<file path="config.mk">
export PLATFORM = sky130hd
export DESIGN_NAME = hazard_stall_ctrl_flat
export DESIGN_NICKNAME = d
export VERILOG_FILES = /design/src/rtl/cpu_pipe_pkg.sv /design/src/rtl/hazard_stall_ctrl_if.sv /design/src/rtl/hazard_stall_ctrl_hazard_detect.sv /design/src/rtl/hazard_stall_ctrl.sv /design/src/flat_wrapper.sv
export SDC_FILE = /design/constraint.sdc
export NUM_CORES = 1
export LEC_CHECK = 0
export CAP_MARGIN = 20
export CORE_ASPECT_RATIO = 1.75
export CORE_MARGIN = 3
export CORE_UTILIZATION = 35
export CTS_CLUSTER_DIAMETER = 50
export DETAILED_ROUTE_END_ITERATION = 7
export PLACE_DENSITY = 0.65
export REMOVE_ABC_BUFFERS = 1
export SYNTH_ARGS = -nofsm -noshare
export SYNTH_HDL_FRONTEND = slang
export SYNTH_SLANG_ARGS = --single-unit
export TNS_END_PERCENT = 10
</file>
<file path="constraint.sdc">
create_clock -name clk -period 3.6 [get_ports clk]
set_clock_uncertainty 0.05 [all_clocks]
set_input_delay 0.72 -clock clk [delete_from_list [all_inputs] [get_ports clk]]
set_output_delay 0.72 -clock clk [all_outputs]
set_load 0.05 [all_outputs]
</file>
<file path="src/rtl/cpu_pipe_pkg.sv">
// Shared pipeline-control definitions: sequencer state encodings and the
// hard-wired zero register number.
package cpu_pipe_pkg;

    // Sequencer state encodings; 2'd3 is unused and treated as illegal.
    localparam logic [1:0] ST_INIT  = 2'd0;
    localparam logic [1:0] ST_RUN   = 2'd1;
    localparam logic [1:0] ST_FLUSH = 2'd2;

    // Register $0 is hard-wired to zero, so a load into it never creates a hazard.
    localparam logic [4:0] REG_ZERO = 5'd0;

endpackage

</file>
<file path="src/rtl/hazard_stall_ctrl_if.sv">
// Hazard inputs from ID/EX and pipeline-control outputs of the stall sequencer.
// All signals are level-sampled every clock; there is no valid/ready handshake.
// The pipeline side (master) drives the hazard inputs, the sequencer (slave)
// drives the enables, flush, bubble and freeze back.
interface hazard_stall_ctrl_if;

    logic [4:0] ID_instr_25_21;
    logic [4:0] ID_instr_20_16;
    logic       ID_uses_rt;
    logic       ID_branch_taken;
    logic       EX_mem_read;
    logic [4:0] EX_instr_20_16;
    logic       mem_busy;

    logic       pc_write;
    logic       IF_ID_write;
    logic       IF_ID_flush;
    logic       ID_EX_bubble;
    logic       pipe_freeze;

    modport master (
        output ID_instr_25_21, ID_instr_20_16, ID_uses_rt, ID_branch_taken,
               EX_mem_read, EX_instr_20_16, mem_busy,
        input  pc_write, IF_ID_write, IF_ID_flush, ID_EX_bubble, pipe_freeze
    );

    modport slave (
        input  ID_instr_25_21, ID_instr_20_16, ID_uses_rt, ID_branch_taken,
               EX_mem_read, EX_instr_20_16, mem_busy,
        output pc_write, IF_ID_write, IF_ID_flush, ID_EX_bubble, pipe_freeze
    );

endinterface

</file>
<file path="src/rtl/hazard_stall_ctrl_hazard_detect.sv">
// Load-use hazard compare: the load in EX writes a register that the
// instruction in ID reads.
module hazard_detect
    import cpu_pipe_pkg::*;
(
    input  logic [4:0] ID_instr_25_21,
    input  logic [4:0] ID_instr_20_16,
    input  logic       ID_uses_rt,
    input  logic       EX_mem_read,
    input  logic [4:0] EX_instr_20_16,
    output logic       load_use
);

    // rs is always a source; rt only counts when the decoder says it is read.
    always_comb begin
        load_use = EX_mem_read &&
                   (EX_instr_20_16 != REG_ZERO) &&
                   ((EX_instr_20_16 == ID_instr_25_21) ||
                    (ID_uses_rt && (EX_instr_20_16 == ID_instr_20_16)));
    end

endmodule

</file>
<file path="src/rtl/hazard_stall_ctrl.sv">
// Pipeline sequencer for the 5-stage CPU: post-reset fill, load-use stalls,
// taken-branch flushes and data-memory wait states. Outputs are decoded
// combinationally from the registered state and the current hazard inputs.
module hazard_stall_ctrl
    import cpu_pipe_pkg::*;
#(
    parameter int INIT_CYCLES  = 4,
    parameter int FLUSH_CYCLES = 1,
    parameter int CNT_W        = 32
) (
    input  logic              clk,
    input  logic              rst_n,
    hazard_stall_ctrl_if.slave hif,
    output logic [1:0]        ctrl_state,
    output logic [CNT_W-1:0]  stall_cnt
);

    localparam logic [3:0] INIT_RELOAD  = 4'(INIT_CYCLES - 1);
    localparam logic [1:0] FLUSH_RELOAD = (FLUSH_CYCLES > 1) ? 2'(FLUSH_CYCLES - 2) : 2'd0;

    logic [1:0] state, state_nxt;
    logic [3:0] init_cnt, init_cnt_nxt;
    logic [1:0] flush_cnt, flush_cnt_nxt;
    logic       load_use;

    hazard_detect u_hazard_detect (
        .ID_instr_25_21 (hif.ID_instr_25_21),
        .ID_instr_20_16 (hif.ID_instr_20_16),
        .ID_uses_rt     (hif.ID_uses_rt),
        .EX_mem_read    (hif.EX_mem_read),
        .EX_instr_20_16 (hif.EX_instr_20_16),
        .load_use       (load_use)
    );

    // Output decode and next-state; priority INIT > mem_busy > load-use > branch > normal.
    always_comb begin
        hif.pc_write     = 1'b1;
        hif.IF_ID_write  = 1'b1;
        hif.IF_ID_flush  = 1'b0;
        hif.ID_EX_bubble = 1'b0;
        hif.pipe_freeze  = 1'b0;
        state_nxt        = state;
        init_cnt_nxt     = init_cnt;
        flush_cnt_nxt    = flush_cnt;

        case (state)
            ST_INIT: begin
                hif.pc_write     = 1'b0;
                hif.IF_ID_write  = 1'b0;
                hif.IF_ID_flush  = 1'b1;
                hif.ID_EX_bubble = 1'b1;
                if (init_cnt == 4'd0) begin
                    state_nxt = ST_RUN;
                end else begin
                    init_cnt_nxt = init_cnt - 4'd1;
                end
            end

            ST_RUN: begin
                if (hif.mem_busy) begin
                    hif.pipe_freeze = 1'b1;
                    hif.pc_write    = 1'b0;
                    hif.IF_ID_write = 1'b0;
                end else if (load_use) begin
                    // The bubble clears EX_mem_read next cycle, so this lasts one cycle.
                    hif.pc_write     = 1'b0;
                    hif.IF_ID_write  = 1'b0;
                    hif.ID_EX_bubble = 1'b1;
                end else if (hif.ID_branch_taken) begin
                    hif.IF_ID_flush = 1'b1;
                    if (FLUSH_CYCLES > 1) begin
                        state_nxt     = ST_FLUSH;
                        flush_cnt_nxt = FLUSH_RELOAD;
                    end
                end
            end

            ST_FLUSH: begin
                if (hif.mem_busy) begin
                    hif.pipe_freeze = 1'b1;
                    hif.pc_write    = 1'b0;
                    hif.IF_ID_write = 1'b0;
                end else begin
                    // Wrong-path instructions are being discarded; their hazards do not matter.
                    hif.IF_ID_flush = 1'b1;
                    if (flush_cnt == 2'd0) begin
                        state_nxt = ST_RUN;
                    end else begin
                        flush_cnt_nxt = flush_cnt - 2'd1;
                    end
                end
            end

            default: begin
                // Illegal encoding: hold the front end safely for one cycle and resume in RUN.
                hif.pc_write     = 1'b0;
                hif.IF_ID_write  = 1'b0;
                hif.IF_ID_flush  = 1'b1;
                hif.ID_EX_bubble = 1'b1;
                state_nxt        = ST_RUN;
            end
        endcase
    end

    // Sequencer state and its dwell counters.
    always_ff @(posedge clk or negedge rst_n) begin
        if (!rst_n) begin
            state     <= ST_INIT;
            init_cnt  <= INIT_RELOAD;
            flush_cnt <= 2'd0;
        end else begin
            state     <= state_nxt;
            init_cnt  <= init_cnt_nxt;
            flush_cnt <= flush_cnt_nxt;
        end
    end

    // Saturating count of cycles in which the PC did not advance.
    always_ff @(posedge clk or negedge rst_n) begin
        if (!rst_n) begin
            stall_cnt <= '0;
        end else if (!hif.pc_write && (stall_cnt != {CNT_W{1'b1}})) begin
            stall_cnt <= stall_cnt + CNT_W'(1);
        end
    end

    assign ctrl_state = state;

endmodule

</file>
<file path="src/flat_wrapper.sv">
// flat-port wrapper written by rule: the top's interface ports become plain ports
module hazard_stall_ctrl_flat import cpu_pipe_pkg::*;
#(
    parameter int INIT_CYCLES  = 4,
    parameter int FLUSH_CYCLES = 1,
    parameter int CNT_W        = 32
)
  (clk, rst_n, ctrl_state, stall_cnt, hif_ID_instr_25_21, hif_ID_instr_20_16, hif_ID_uses_rt, hif_ID_branch_taken, hif_EX_mem_read, hif_EX_instr_20_16, hif_mem_busy, hif_pc_write, hif_IF_ID_write, hif_IF_ID_flush, hif_ID_EX_bubble, hif_pipe_freeze);
  hazard_stall_ctrl_if hif_i ();
  input  logic clk;
  input  logic rst_n;
  output logic [1:0] ctrl_state;
  output logic [CNT_W-1:0] stall_cnt;
  input wire logic [$bits(hif_i.ID_instr_25_21)-1:0] hif_ID_instr_25_21;
  input wire logic [$bits(hif_i.ID_instr_20_16)-1:0] hif_ID_instr_20_16;
  input wire logic [$bits(hif_i.ID_uses_rt)-1:0] hif_ID_uses_rt;
  input wire logic [$bits(hif_i.ID_branch_taken)-1:0] hif_ID_branch_taken;
  input wire logic [$bits(hif_i.EX_mem_read)-1:0] hif_EX_mem_read;
  input wire logic [$bits(hif_i.EX_instr_20_16)-1:0] hif_EX_instr_20_16;
  input wire logic [$bits(hif_i.mem_busy)-1:0] hif_mem_busy;
  output wire logic [$bits(hif_i.pc_write)-1:0] hif_pc_write;
  output wire logic [$bits(hif_i.IF_ID_write)-1:0] hif_IF_ID_write;
  output wire logic [$bits(hif_i.IF_ID_flush)-1:0] hif_IF_ID_flush;
  output wire logic [$bits(hif_i.ID_EX_bubble)-1:0] hif_ID_EX_bubble;
  output wire logic [$bits(hif_i.pipe_freeze)-1:0] hif_pipe_freeze;
  assign hif_i.ID_instr_25_21 = hif_ID_instr_25_21;
  assign hif_i.ID_instr_20_16 = hif_ID_instr_20_16;
  assign hif_i.ID_uses_rt = hif_ID_uses_rt;
  assign hif_i.ID_branch_taken = hif_ID_branch_taken;
  assign hif_i.EX_mem_read = hif_EX_mem_read;
  assign hif_i.EX_instr_20_16 = hif_EX_instr_20_16;
  assign hif_i.mem_busy = hif_mem_busy;
  assign hif_pc_write = hif_i.pc_write;
  assign hif_IF_ID_write = hif_i.IF_ID_write;
  assign hif_IF_ID_flush = hif_i.IF_ID_flush;
  assign hif_ID_EX_bubble = hif_i.ID_EX_bubble;
  assign hif_pipe_freeze = hif_i.pipe_freeze;
  hazard_stall_ctrl #(.INIT_CYCLES(INIT_CYCLES), .FLUSH_CYCLES(FLUSH_CYCLES), .CNT_W(CNT_W)) u_core (.clk(clk), .rst_n(rst_n), .hif(hif_i), .ctrl_state(ctrl_state), .stall_cnt(stall_cnt));
endmodule
</file>
# Word-level counts from Yosys, hierarchy flattened
# Index checks and enable logic that the tools add are counted.
# classes
n_bitwise,4
n_addsub,3
reduce_logical,14
n_eq_ne,8
mux,17
# op_table
op,n
$add 32x1->32 const B,1
$ne 32x32->1 const B,1
$eq 5x5->1,2
$mux 1,10
$mux 2,3
$pmux 1 s2,3
$pmux 2 s3,1
$reduce_bool 5->1,1
$logic_and 1x1->1,4
$logic_not 2->1,2
$logic_not 4->1,1
$ne 2x1->1 const B,2
$not 1->1,4
$reduce_and 4->1,1
$sub 4x1->4 const B,1
$reduce_and 3->1,1
$eq 2x1->1 const B,1
$eq 2x2->1 const B,1
$ne 2x2->1 const B,1
$reduce_and 2->1,1
$reduce_or 2->1,1
$sub 2x1->2 const B,1
$logic_not 1->1,1
$logic_or 1x1->1,1
# totals
ff_bits,40
out_inout_bits,39
inputBits,21
wordCells,50

# Longest topological paths before layout
# depth
word_depth,9
mapped_depth,8
ltp_nobuf,7

# Hierarchy
# From an unflattened synthesis, not the netlist that was laid out.
# hier_totals
cells_unflattened,195
area_unflattened_um2,1963.1
# modules_own_cells
mod,cells_per_inst,instances,area_per_inst_um2,seq_area_each_um2
hazard_stall_ctrl,178,1,1830.5,928.4
hazard_detect,17,1,132.6,0.0

# Least setup slack after synthesis
# No wires, ideal clock.
# synth_path
kind,input to output
start,input port hif_EX_instr_20_16[0]
end,output port hif_IF_ID_flush
cell_stages,4
path_buffers,0
arrival_time_ns,2.602
t_required_ns,2.830
setup_slack_ns,0.228
path_cell_list,or4_1 -> o21ai_2 -> nor2b_1 -> o21ai_0
# synth_via
elab_chain_len,7
word_cells_on_any_way,10
cone_classes,2 x eq/ne; 3 x mux; 5 x reduce/logical
# synth_rtl
element,line,rtl
"start, declared",flat_wrapper.sv:19,input wire logic [$bits(hif_i.EX_instr_20_16)-1:0] hif_EX_instr_20_16;
$eq 5x5->1,hazard_stall_ctrl_hazard_detect.sv:19,(ID_uses_rt && (EX_instr_20_16 == ID_instr_20_16)));
$logic_and 1x1->1,hazard_stall_ctrl_hazard_detect.sv:19,
$logic_or 1x1->1,hazard_stall_ctrl_hazard_detect.sv:18,((EX_instr_20_16 == ID_instr_25_21) ||
$logic_and 1x1->1 *,hazard_stall_ctrl_hazard_detect.sv:17,(EX_instr_20_16 != REG_ZERO) &&
$mux 1 *,hazard_stall_ctrl.sv:64,end else if (load_use) begin
$mux 1 *,hazard_stall_ctrl.sv:60,if (hif.mem_busy) begin
$pmux 1 s2 *,hazard_stall_ctrl.sv:46,case (state)
"end, declared",flat_wrapper.sv:23,output wire logic [$bits(hif_i.IF_ID_flush)-1:0] hif_IF_ID_flush;
# Every way passes the cells marked *; elsewhere a longest branch is shown, timed or not.

# Worst setup path after layout
# layout_path
start,input port hif_EX_instr_20_16[0]
end,output port hif_IF_ID_write
# layout_via
elab_chain_len,7
word_cells_on_any_way,10
cone_classes,2 x eq/ne; 3 x mux; 5 x reduce/logical
# layout_rtl
element,line,rtl
$eq 5x5->1,hazard_stall_ctrl_hazard_detect.sv:19,
$logic_and 1x1->1,hazard_stall_ctrl_hazard_detect.sv:19,
$logic_or 1x1->1,hazard_stall_ctrl_hazard_detect.sv:18,
$logic_and 1x1->1 *,hazard_stall_ctrl_hazard_detect.sv:17,
$mux 1 *,hazard_stall_ctrl.sv:64,
$mux 1 *,hazard_stall_ctrl.sv:60,
$pmux 1 s2 *,hazard_stall_ctrl.sv:46,
"end, declared",flat_wrapper.sv:22,output wire logic [$bits(hif_i.IF_ID_write)-1:0] hif_IF_ID_write;
# Marked as above.

==> qor.txt <==
initial antenna violation count: 0
Max clock buf depth: 2
layout cells sized above 1: 11.4%
total global-route track usage: 14.5%
CP arrival: 2540 ps
dominant synthesized flop cell: dfrtp_1
post-synth top area cell: dfrtp_1
vias in the first global route: 1,709
initial core utilization: 37.1%
max-cap viol count: 0
postcts setup bufs: 0
Slew headroom: 57.9%
leakage: 0.00121 uW
die span in y: 106 um
grt total ovfl: 0
Hold Crit Start: u_core.stall_cnt[7]$_DFFE_PN0P_
CTS tree: built
ranking of synthesized cells by area: dfrtp_1 (44%), xor2_1 (9.6%), xnor2_1 (9.2%), nor2_1 (4.1%), nand2_1 (3.2%)
largest net degree at the start of global routing: 38
chip width: 63.2 um
placed instance area: 0.00270 mm^2
Tcrit/Tclk final: 92.0%
input/output buffers: 58
cell count after synthesis: 199
CTS Hold Buffers Added: 0
Vias: 1,633
die area: 0.00669 mm^2
n_diodes: 0
Worst IR Drop VDD: 0.000272 V
post-DR wirelength/cell: 13.5 um
measured slew at the worst slew-check pin: 626 ps
hpwl dp: 3.47 mm
PwrDens: 416 mW/mm^2
minimum clock period: 3310 ps
core area: 0.00539 mm^2
Data required, critical path: 2830 ps
crit path max fanout: 4
final setup fails: 0
final instance area: 0.00278 mm^2
post-synthesis register bit count: 37
Seq/Total Area, Yosys: 46.4%
Util after Layout: 51.6%
initial detailed-routing violation count: 20
Setup Total Neg Slack: 0 ps
Post-Syn Area: 0.00200 mm^2
number of enable flip-flop cells after synthesis: 0
final hold violation count: 0
CTS resizes: 0
RePlAce Congestion: 0.782
first-pass GRT wire length: 7.91 mm
antenna-violating nets left: 0
DR pass1 iterations: 4
synth warn: 0
critical path launch point type: input port
CTS sink cnt: 37
IO Count: 60
crit end category: output pin
status: finished, final reports clean
unrepaired setup endpoints after global routing: no
CTS Buf Count: 5
ys async rst share: 100%
Synth-to-Final Area Change: 38.8%
DRC violations left: 0
hold crit path type: reg2reg
max-slew violations: 0
Synth top area share: 43.8%
final net count: 285
Skew-Pair Late Insertion Delay: 280 ps
clock transition at the registers of the reported paths: 70 ps
fmax: 0.302 GHz
Unique masters post-synth: 40
Syn Area/Cell: 10.1 um^2
Setup Crit Path Kind: in2out
CTS root buf: clkbuf_8
Reg2Reg Launch Point: u_core.stall_cnt[0]$_DFFE_PN0P_
drt total wl: 4.54 mm
origin of the worst setup path: hif_EX_instr_20_16[0]
# H-tree levels: 2
via/cell ratio: 4.85
FP Rows: 35
## cell usage in the layout, fill, tap and decap left out, types with 2 or more instances in the layout
master / count
clkdlybuf4s50_1: 54
nor4_1: 2
nand3_1: 12
clkinv_2: 2
dfrtp_1: 35
nor3_1: 6
o21ai_0: 4
nand4_1: 8
ha_1: 2
xnor2_1: 21
nand2_1: 17
buf_12: 4
and4_2: 2
nand3b_1: 3
and3_2: 4
buf_4: 2
xor2_1: 22
clkbuf_8: 5
dfstp_2: 2
nor2_1: 22
nand2b_1: 3
inv_1: 9
## synth_stat cells (all sizes together), types with 3 or more instances
cell	count
and3	5
dfrtp	35
inv	9
xnor2	21
nor4	3
nand2	17
nor2	22
o21ai	5
xor2	22
buf	4
nand4	9
nand3	13
nand2b	3
nand3b	3
and4	3
nor3	8
## power breakdown
part / total (uW) / internal, uW / switching [uW]
Clock: 272 / 134 / 138
Sequential: 508 / 455 / 53.0
Combinational: 377 / 143 / 234
Total: 1160 / 732 / 425
## per-layer routing
metal / up-vias / GRT usage, % / routed length (um)
met4: 0 / 5.53 / 69
met5: - / 0 / 0
met2: 50 / 27.1 / 2460
li1: 796 / - / -
met3: 6 / 3.07 / 226
met1: 781 / 15.7 / 1780
## worst paths after layout
| path | end | slack, ps | cells after the start |
|---|---|---|---|
| worst max-delay path | hif_IF_ID_write | 290 | 6 |
| worst min-delay path | u_core.stall_cnt[7]$_DFFE_PN0P_ | 440 | 1 |
| worst max register to register | u_core.stall_cnt[17]$_DFFE_PN0P_ | 1200 | 8 |
| worst min register to register | u_core.stall_cnt[7]$_DFFE_PN0P_ | 440 | 1 |
| max in group asynchronous | u_core.init_cnt[0]$_DFFE_PN1P_ | 2330 | 2 |
| min in group asynchronous | u_core.stall_cnt[12]$_DFFE_PN0P_ | 810 | 2 |
## cells by family after synthesis
group                      Yosys count  synth area share [%]
AOI/OAI and AO/OA                   12                  4.25
xor gates and xnor gates            43                  18.8
adders and majority gates            2                  1.25
buffers and inverters               13                  3.38
DFF                                 37                  46.4
muxes                                1                 0.563
other                                1                 0.187
and+or+nand+nor                     90                  25.1
## stage by stage
| step | total power, uW | setup slack (ps) | hold WS, ps | cells |
|---|---|---|---|---|
| after CTS | 1180 | 269 | 446 | 337 |
| after floorplan | 741 | 66.4 | 374 | 195 |
| final | 1160 | 287 | 439 | 337 |
| after global placement | 896 | 297 | 423 | 329 |
| after global routing | 1220 | 156 | 464 | 337 |
| after detailed placement | 898 | 273 | 433 | 329 |
## sequential cells by signal, summed over array words and instances, names as in the netlist
register / count
u_core.init_cnt: 4
u_core.stall_cnt: 32
u_core.ctrl_state: 1
## worst max-delay path, stage by stage
cell and delay (ps):
clkdlybuf4s50_1 470, or4_1 560, o21ai_2 180, nor2b_1 110, nor2_1 320, buf_12 190
## area by class of cell
cell class	instances	area, um^2
fill	512	2610
multi-input combinational	149	1000
sequential	37	928
timing repair buffer	60	636
tap	74	92.6
clock buffer	6	72.6
inverter	9	33.8
clock inverter	2	10.0
Note: power is estimated with default switching activity, not from simulation.
